[config.mk]
export PLATFORM = sky130hd
export DESIGN_NAME = periph_slave_arbiter_pe
export DESIGN_NICKNAME = d
export VERILOG_FILES = /design/src/rtl/periph_slave_arbiter_pe.sv
export SDC_FILE = /design/constraint.sdc
export NUM_CORES = 1
export LEC_CHECK = 0
export BUFFER_PORTS_ARGS = -buffer_cell sky130_fd_sc_hd__buf_2
export CORE_AREA = 2 2 604 606
export CTS_CLUSTER_SIZE = 40
export DETAILED_ROUTE_END_ITERATION = 10
export DIE_AREA = 0 0 606 608
export PLACE_DENSITY = 0.3
export SYNTH_ARGS = -nofsm -noshare
export SYNTH_HDL_FRONTEND = slang
export SYNTH_SLANG_ARGS = --single-unit
[constraint.sdc]
create_clock -name clk -period 11.82 [get_ports clk]
set_clock_uncertainty 0.05 [all_clocks]
set_input_delay 0.591 -clock clk [delete_from_list [all_inputs] [get_ports clk]]
set_output_delay 0.591 -clock clk [all_outputs]
set_load 0.1 [all_outputs]
[src/rtl/periph_slave_arbiter_pe.sv]
// Slave-side arbiter: round-robin N_MASTER requests onto one peripheral, track granted IDs in order.
// Request path combinational; response 0-cycle (1-cycle with PERIPH_RESP_REG_EN). Stalls requests while ID FIFO is full.
module periph_slave_arbiter_pe #(
  parameter int N_MASTER        = 16,
  parameter int ID_WIDTH        = N_MASTER,
  parameter int ADDR_WIDTH      = 32,
  parameter int DATA_WIDTH      = 32,
  parameter int BE_WIDTH        = DATA_WIDTH/8,
  parameter int MAX_OUTSTANDING = 2
) (
  input  logic                                 clk,
  input  logic                                 rst_n,
  input  logic [N_MASTER-1:0]                  data_req_i,
  input  logic [N_MASTER-1:0][ADDR_WIDTH-1:0]  data_add_i,
  input  logic [N_MASTER-1:0]                  data_wen_i,
  input  logic [N_MASTER-1:0][DATA_WIDTH-1:0]  data_wdata_i,
  input  logic [N_MASTER-1:0][BE_WIDTH-1:0]    data_be_i,
  input  logic [N_MASTER-1:0][ID_WIDTH-1:0]    data_ID_i,
  output logic [N_MASTER-1:0]                  data_gnt_o,
  output logic [N_MASTER-1:0]                  data_r_valid_o,
  output logic [DATA_WIDTH-1:0]                data_r_rdata_o,
  output logic                                 data_r_opc_o,
  output logic                                 per_req_o,
  output logic [ADDR_WIDTH-1:0]                per_add_o,
  output logic                                 per_wen_o,
  output logic [DATA_WIDTH-1:0]                per_wdata_o,
  output logic [BE_WIDTH-1:0]                  per_be_o,
  input  logic                                 per_gnt_i,
  input  logic                                 per_r_valid_i,
  input  logic [DATA_WIDTH-1:0]                per_r_rdata_i,
  input  logic                                 per_r_opc_i,
  output logic                                 spurious_resp_o
);

  localparam int PTR_W = (N_MASTER > 1) ? $clog2(N_MASTER) : 1;
  localparam int FP_W  = (MAX_OUTSTANDING > 1) ? $clog2(MAX_OUTSTANDING) : 1;
  localparam int CNT_W = $clog2(MAX_OUTSTANDING + 1);

  logic [PTR_W-1:0] rr_ptr;
  logic [PTR_W-1:0] winner;
  logic             found;
  logic [PTR_W:0]   sum;
  logic             any_req;
  logic             handshake;
  logic             pop;
  logic             full;

  logic [ID_WIDTH-1:0] id_mem [MAX_OUTSTANDING];
  logic [FP_W-1:0]     rd_ptr;
  logic [FP_W-1:0]     wr_ptr;
  logic [CNT_W-1:0]    count;
  logic [N_MASTER-1:0] resp_valid;

  function automatic logic [FP_W-1:0] fifo_next(input logic [FP_W-1:0] p);
    return (p == FP_W'(MAX_OUTSTANDING - 1)) ? '0 : p + 1'b1;
  endfunction

  // Scan starting at rr_ptr; first requester found wins.
  always_comb begin
    winner = '0;
    found  = 1'b0;
    sum    = '0;
    for (int i = 0; i < N_MASTER; i++) begin
      sum = {1'b0, rr_ptr} + (PTR_W+1)'(i);
      if (sum >= (PTR_W+1)'(N_MASTER))
        sum = sum - (PTR_W+1)'(N_MASTER);
      if (!found && data_req_i[sum[PTR_W-1:0]]) begin
        found  = 1'b1;
        winner = sum[PTR_W-1:0];
      end
    end
  end

  assign any_req   = |data_req_i;
  assign pop       = per_r_valid_i && (count != '0);
  assign full      = (count == CNT_W'(MAX_OUTSTANDING));
  // A pop in the same cycle frees a slot, so a full FIFO only blocks without one.
  assign per_req_o = any_req && !(full && !pop);
  assign handshake = per_req_o && per_gnt_i;

  always_comb begin
    per_add_o   = '0;
    per_wen_o   = 1'b0;
    per_wdata_o = '0;
    per_be_o    = '0;
    data_gnt_o  = '0;
    if (any_req) begin
      per_add_o   = data_add_i[winner];
      per_wen_o   = data_wen_i[winner];
      per_wdata_o = data_wdata_i[winner];
      per_be_o    = data_be_i[winner];
    end
    if (handshake)
      data_gnt_o[winner] = 1'b1;
  end

  always_ff @(posedge clk or negedge rst_n) begin
    if (!rst_n) begin
      rr_ptr          <= '0;
      rd_ptr          <= '0;
      wr_ptr          <= '0;
      count           <= '0;
      spurious_resp_o <= 1'b0;
    end else begin
      if (handshake) begin
        rr_ptr <= (winner == PTR_W'(N_MASTER - 1)) ? '0 : winner + 1'b1;
        wr_ptr <= fifo_next(wr_ptr);
      end
      if (pop)
        rd_ptr <= fifo_next(rd_ptr);
      if (handshake && !pop)
        count <= count + 1'b1;
      else if (pop && !handshake)
        count <= count - 1'b1;
      if (per_r_valid_i && (count == '0))
        spurious_resp_o <= 1'b1;
    end
  end

  // Storage needs no reset: entries are only read while count says they are valid.
  always_ff @(posedge clk) begin
    if (handshake)
      id_mem[wr_ptr] <= data_ID_i[winner];
  end

  assign resp_valid = pop ? N_MASTER'(id_mem[rd_ptr]) : '0;

`ifdef PERIPH_RESP_REG_EN
  logic [N_MASTER-1:0]   r_valid_q;
  logic [DATA_WIDTH-1:0] r_rdata_q;
  logic                  r_opc_q;

  always_ff @(posedge clk or negedge rst_n) begin
    if (!rst_n) begin
      r_valid_q <= '0;
      r_rdata_q <= '0;
      r_opc_q   <= 1'b0;
    end else begin
      r_valid_q <= resp_valid;
      if (per_r_valid_i) begin
        r_rdata_q <= per_r_rdata_i;
        r_opc_q   <= per_r_opc_i;
      end
    end
  end

  assign data_r_valid_o = r_valid_q;
  assign data_r_rdata_o = r_rdata_q;
  assign data_r_opc_o   = r_opc_q;
`else
  assign data_r_valid_o = resp_valid;
  assign data_r_rdata_o = per_r_rdata_i;
  assign data_r_opc_o   = per_r_opc_i;
`endif

endmodule

### Yosys cells after proc, flatten, opt, wreduce, memory -nomap -nowiden

Memory sizes are Yosys's and may differ from the RTL's.
Index checks and enable logic that the tools add are counted.

| storage, ports and cells | value |
|---|---|
| register bits after elaboration | 9 |
| RAM bits | 32 |
| input bits | 1413 |
| output and inout port bits | 136 |
| logic and storage cells | 227 |
| memories | 1 |

| cells by class | value |
|---|---|
| $add $sub $neg | 36 |
| order comparisons | 34 |
| eq/ne operators | 2 |
| mux-type cells | 104 |
| reductions and logical operators | 45 |

Memory list:

| name | words | bits a word | read ports | clocked after Yosys merged registers in | write ports | line | text |
|---|---|---|---|---|---|---|---|
| id_mem | 2 | 16 | 1 | 0 | 1 | 48 | `logic [ID_WIDTH-1:0] id_mem [MAX_OUTSTANDING];` |

Operators by type and width:

| kind | count |
|---|---|
| binary-select mux 32 bit (select 4 bit) | 2 |
| two-way mux 4 bit | 35 |
| two-way mux 32 bit | 4 |
| < comparator 4 x 5 -> 1 bit (second input constant) | 17 |
| >= comparator 5 bit (second input constant) | 15 |
| binary-select mux 1 bit (select 4 bit) | 17 |
| binary-select mux 16 bit (select 4 bit) | 1 |
| subtractor 4 x 1 -> 4 bit (second input constant) | 16 |
| two-way mux 16 bit | 3 |
| adder 4 x 4 -> 5 bit (second input constant) | 8 |
| two-way mux 1 bit | 38 |
| logical AND 1 bit | 23 |
| adder 4 x 3 -> 5 bit (second input constant) | 4 |
| logical NOT 1 bit | 18 |
| binary-select mux 4 bit (select 4 bit) | 1 |
| OR reduction 16 bit | 1 |
| adder 4 x 2 -> 5 bit (second input constant) | 2 |
| adder 4 x 1 -> 5 bit (second input constant) | 1 |
| >= comparator 4 x 5 -> 1 bit (second input constant) | 1 |
| adder 4 x 1 -> 4 bit (second input constant) | 1 |
| demux 1 bit (select 4 bit) | 1 |
| equality test 4 bit (second input constant) | 1 |
| >= comparator 4 x 1 -> 1 bit (second input constant) | 1 |
| two-way mux 2 bit | 2 |
| other kinds (6) | 8 |

### Longest topological paths before layout

| depth | value |
|---|---|
| depth in word-level cells | 55 |
| gate-level depth with buffers | 25 |
| mapped depth without buffers | 14 |

### Least setup slack after synthesis

OpenSTA, ideal clock, no wires.

| path | value |
|---|---|
| path kind | register to output |
| start | register rr_ptr[1] |
| end | output port per_add_o[29] |
| arrival time | 7.333 ns |
| data required time | 11.179 ns |
| slack | 3.846 ns |
| stages on the path, launching flop included | 20 |
| buffers on the path | 7 |
| path through | dfrtp_1 -> buf_1 -> inv_1 -> ha_1 -> buf_4 -> buf_4 -> mux4_2 -> mux4_2 -> buf_2 -> nor2_2 -> and3_1 -> buf_2 -> a31oi_1 -> a211o_1 -> a21bo_2 -> nor3b_1 -> buf_2 -> buf_2 -> a32o_1 -> nor4bb_1 |

| between the ends | value |
|---|---|
| cells in the longest elaborated chain, start to end | 53 |
| elaborated cells on any way between the ends | 159 |
| classes of those cells | 31 x add/sub; 16 x order compare; 82 x mux; 30 x reduce/logical |

Ends and longest elaborated chain:

| what | line | text |
|---|---|---|
| start: declaration | 39 | `logic [PTR_W-1:0] rr_ptr;` |
| start signal: assignment | 106 | `rr_ptr <= (winner == PTR_W'(N_MASTER - 1)) ? '0 : winner + 1'b1;` |
| parallel branches: the longest is 49 deep, another holds adder 4 x 1 -> 5 bit | n/a |  |
| two-way mux 4 bit (*) | 67 | `if (!found && data_req_i[sum[PTR_W-1:0]]) begin` |
| binary-select mux 32 bit (select 4 bit) (*) | 88 | `per_add_o = data_add_i[winner];` |
| two-way mux 32 bit (not written as such) (*) | 88 |  |
| two-way mux 32 bit (*) | 87 | `if (any_req) begin` |
| end: declaration | 24 | `output logic [ADDR_WIDTH-1:0] per_add_o,` |

Every way passes the cells marked *. The select of a mux whose other input is x is not followed.

### Worst setup path in the final report

Same ends and word-level chain as after synthesis.

==> impl_results.md <==
* Vias at 29.7k
* FFs w/ async S/R, synth at 22.0%
* # clock sinks at 41
* Final-stage net count at 5531
* Initial antenna violation count at 303
* Die ar. at 0.368 mm²
* DRT iter0 DRCs at 2657
* Largest net degree at the start of global routing at 127
* Gr usage total at 15.3%
* Slew headroom at 15.4%
* Detailed placer's ending HPWL at 263000 µm
* Maximum capacitance violations at 0
* RSZ-0062 raised after global routing: no
* GPL Wtd Cong at 0.935
* CTS tree: done
* Run status: complete, no violations
* Cell Area, Synth at 0.0174 mm²
* Area leader, netlist: nand2_1
* Synthesis-to-layout area growth at 77.7%
* Max Fanout on Critical Path at 55
* Htree depth at 2
* Setup violators final at 0
* WP data arrival at 9320 ps
* Synth cell count leaders: 899 x nand2_1, 239 x nor2_1, 168 x clkbuf_1
* Hold crit path type: primary input to async pin
* Sequential-to-total area share from yosys stat at 6.82%
* Worst slew pin tran at 1270 ps
* Layout cells sized above 1 at 40.8%
* Final worst slack at 1860 ps
* Total wire length at 297000 µm
* Period utilisation layout at 84.3%
* Worst skew pair latency at 340 ps
* WL/cell at 32.8 µm
* Routed vias/inst at 3.29
* Startpoint Class: flip-flop
* Post-CTS sizing at 0
* Std cell rows at 221
* PortBufs at 1482
* Tmin final at 9960 ps
* CTS Hold Bufs at 0
* Die Wd at 606 µm
* Vias in the first global route at 28.9k
* F_max at 100 MHz
* Setup bufs post-CTS at 0
* Overflow after GRT at 0
* Place WS at 2140 ps
* Clk buf depth at 2
* Most frequent cell after synthesis: nand2_1
* Setup TNS at 0 ps
* First-pass GRT wire length at 360000 µm
* Fin util at 8.54%
* Unique masters post-synth at 78
* IO Pins at 1549
* Final Slew Violations at 0
* Top cell type's share of synthesized area at 19.4%
* Drt drc at 0
* DRT Pass-1 Iters at 6
* CTS buffer count at 5
* Synthesized flop and latch total at 41
* CP required at 11180 ps
* Setup crit end kind: primary output
* Die span in y at 608 µm
* Clock root cell: clkbuf_16
* Number of enable flip-flop cells after synthesis at 32
* Post-synth top flop: edfxtp_1
* Hold Vio Cnt, Final at 0
* Core Box Area at 0.362 mm²
* Yosys warns at 0
* Reg2Reg Depth at 17
* Initial Util at 4.81%
* WS Path Type: flip-flop to primary output
* Largest cells by area after synthesis: nand2_1 19%, mux2i_1 7.9%, a221oi_1 6.5%, edfxtp_1 5.5%, nor2_1 5.2%
* Avg Inst Size Synth at 6.11 µm²
* Syn Inst Count at 2846
* Post-DRT Antenna Nets at 0
* CTS clock-pin slew for the worst setup and hold paths at 100 ps
* Syn_nets at 4271
flip-flops by register name (all words and copies together), names as in the netlist:
name             cells
rd_ptr               1
wr_ptr               1
count                2
rr_ptr               4
spurious_resp_o      1
id_mem              32
critical path, stage by stage, from the launching register on:
cell and delay (ps):
dfrtp_1 830, inv_1 400, ha_1 390, buf_4 430
mux4_2 460, mux2i_1 470, mux2i_1 330, nor4b_4 560
nand4_1 230, o221a_1 340, a31oi_4 640, inv_8 350
nand4b_1 580, buf_4 490, buf_4 560, o22ai_1 150
nor4bb_1 940, buf_2 640
cell families (layout without fill, tap and decap cells):
kind of cell               after synthesis  in the layout  share of synthesized area [%]
AOI/OAI and AO/OA                      668            668                           27.8
buffers and inverters                  334           1595                           8.81
DFF                                     41             41                           6.82
muxes                                  187            187                           12.7
and+or+nand+nor                       1587           1587                           42.0
adders and majority gates               12             12                          0.864
other                                    0            136                              0
xor gates and xnor gates                17             17                          0.943
final timing paths:
path | startpoint | to | slack [ps]
worst max-delay path | rr_ptr[1]$_DFFE_PN0P_ | per_add_o[29] | 1860
worst min-delay path | rst_n | rd_ptr$_DFFE_PN0P_ | 110
worst max register to register | rr_ptr[1]$_DFFE_PN0P_ | id_mem[1][13]$_DFFE_PP_ | 3940
worst min register to register | spurious_resp_o$_DFFE_PN0P_ | spurious_resp_o$_DFFE_PN0P_ | 420
max in group asynchronous | rst_n | rr_ptr[3]$_DFFE_PN0P_ | 11340
min in group clk | spurious_resp_o$_DFFE_PN0P_ | spurious_resp_o$_DFFE_PN0P_ | 420
through the flow:
step | std cells | hold slack (ps) | instance area (µm²)
after floorplan | 2846 | 245 | 17400
after global placement | 8877 | 404 | 30100
after detailed placement | 8893 | 392 | 30400
after CTS | 8901 | 94.4 | 30500
after global routing | 8985 | 114 | 30800
final | 9037 | 107 | 30900
cell type report:
type	count	area, µm²
clock inverter	3	68.8
sequential	41	1190
multi-input combinational	2471	14900
timing repair buffer	1572	8210
antenna	136	340
clock buffer	5	125
fill	43400	331000
tap	4794	6000
inverter	15	71.3
routing by layer:
layer | share of wire, % | global-route usage (%) | vias up
met1 | 39 | 18.0 | 14500
met2 | 51 | 28.1 | 1681
met4 | 3.2 | 4.28 | 86
met5 | 0.19 | 0 | -
li1 | - | - | 12900
met3 | 6.2 | 2.85 | 549
cell usage in the layout (no fill, tap or decap), drive strengths merged, types with 14 or more instances in the layout:
master  netlist  layout
buf         151    1572
nand2       899     899
nor2        241     241
nand3       163     163
a21oi       161     161
and2        139     139
mux2i       138     138
diode         0     136
a221oi      130     130
o21ai        88      88
o22ai        71      71
a32o         67      67
o31a         67      67
and4bb       57      57
edfxtp       32      32
and3         27      27
mux2         25      25
mux4         24      24
nand4        19      19
a311o        16      16
inv          15      16
nor3         14      14
Power is left out: the tool's default activity adds up to more than one toggle a clock period on the data nets, which glitch-free logic cannot reach.
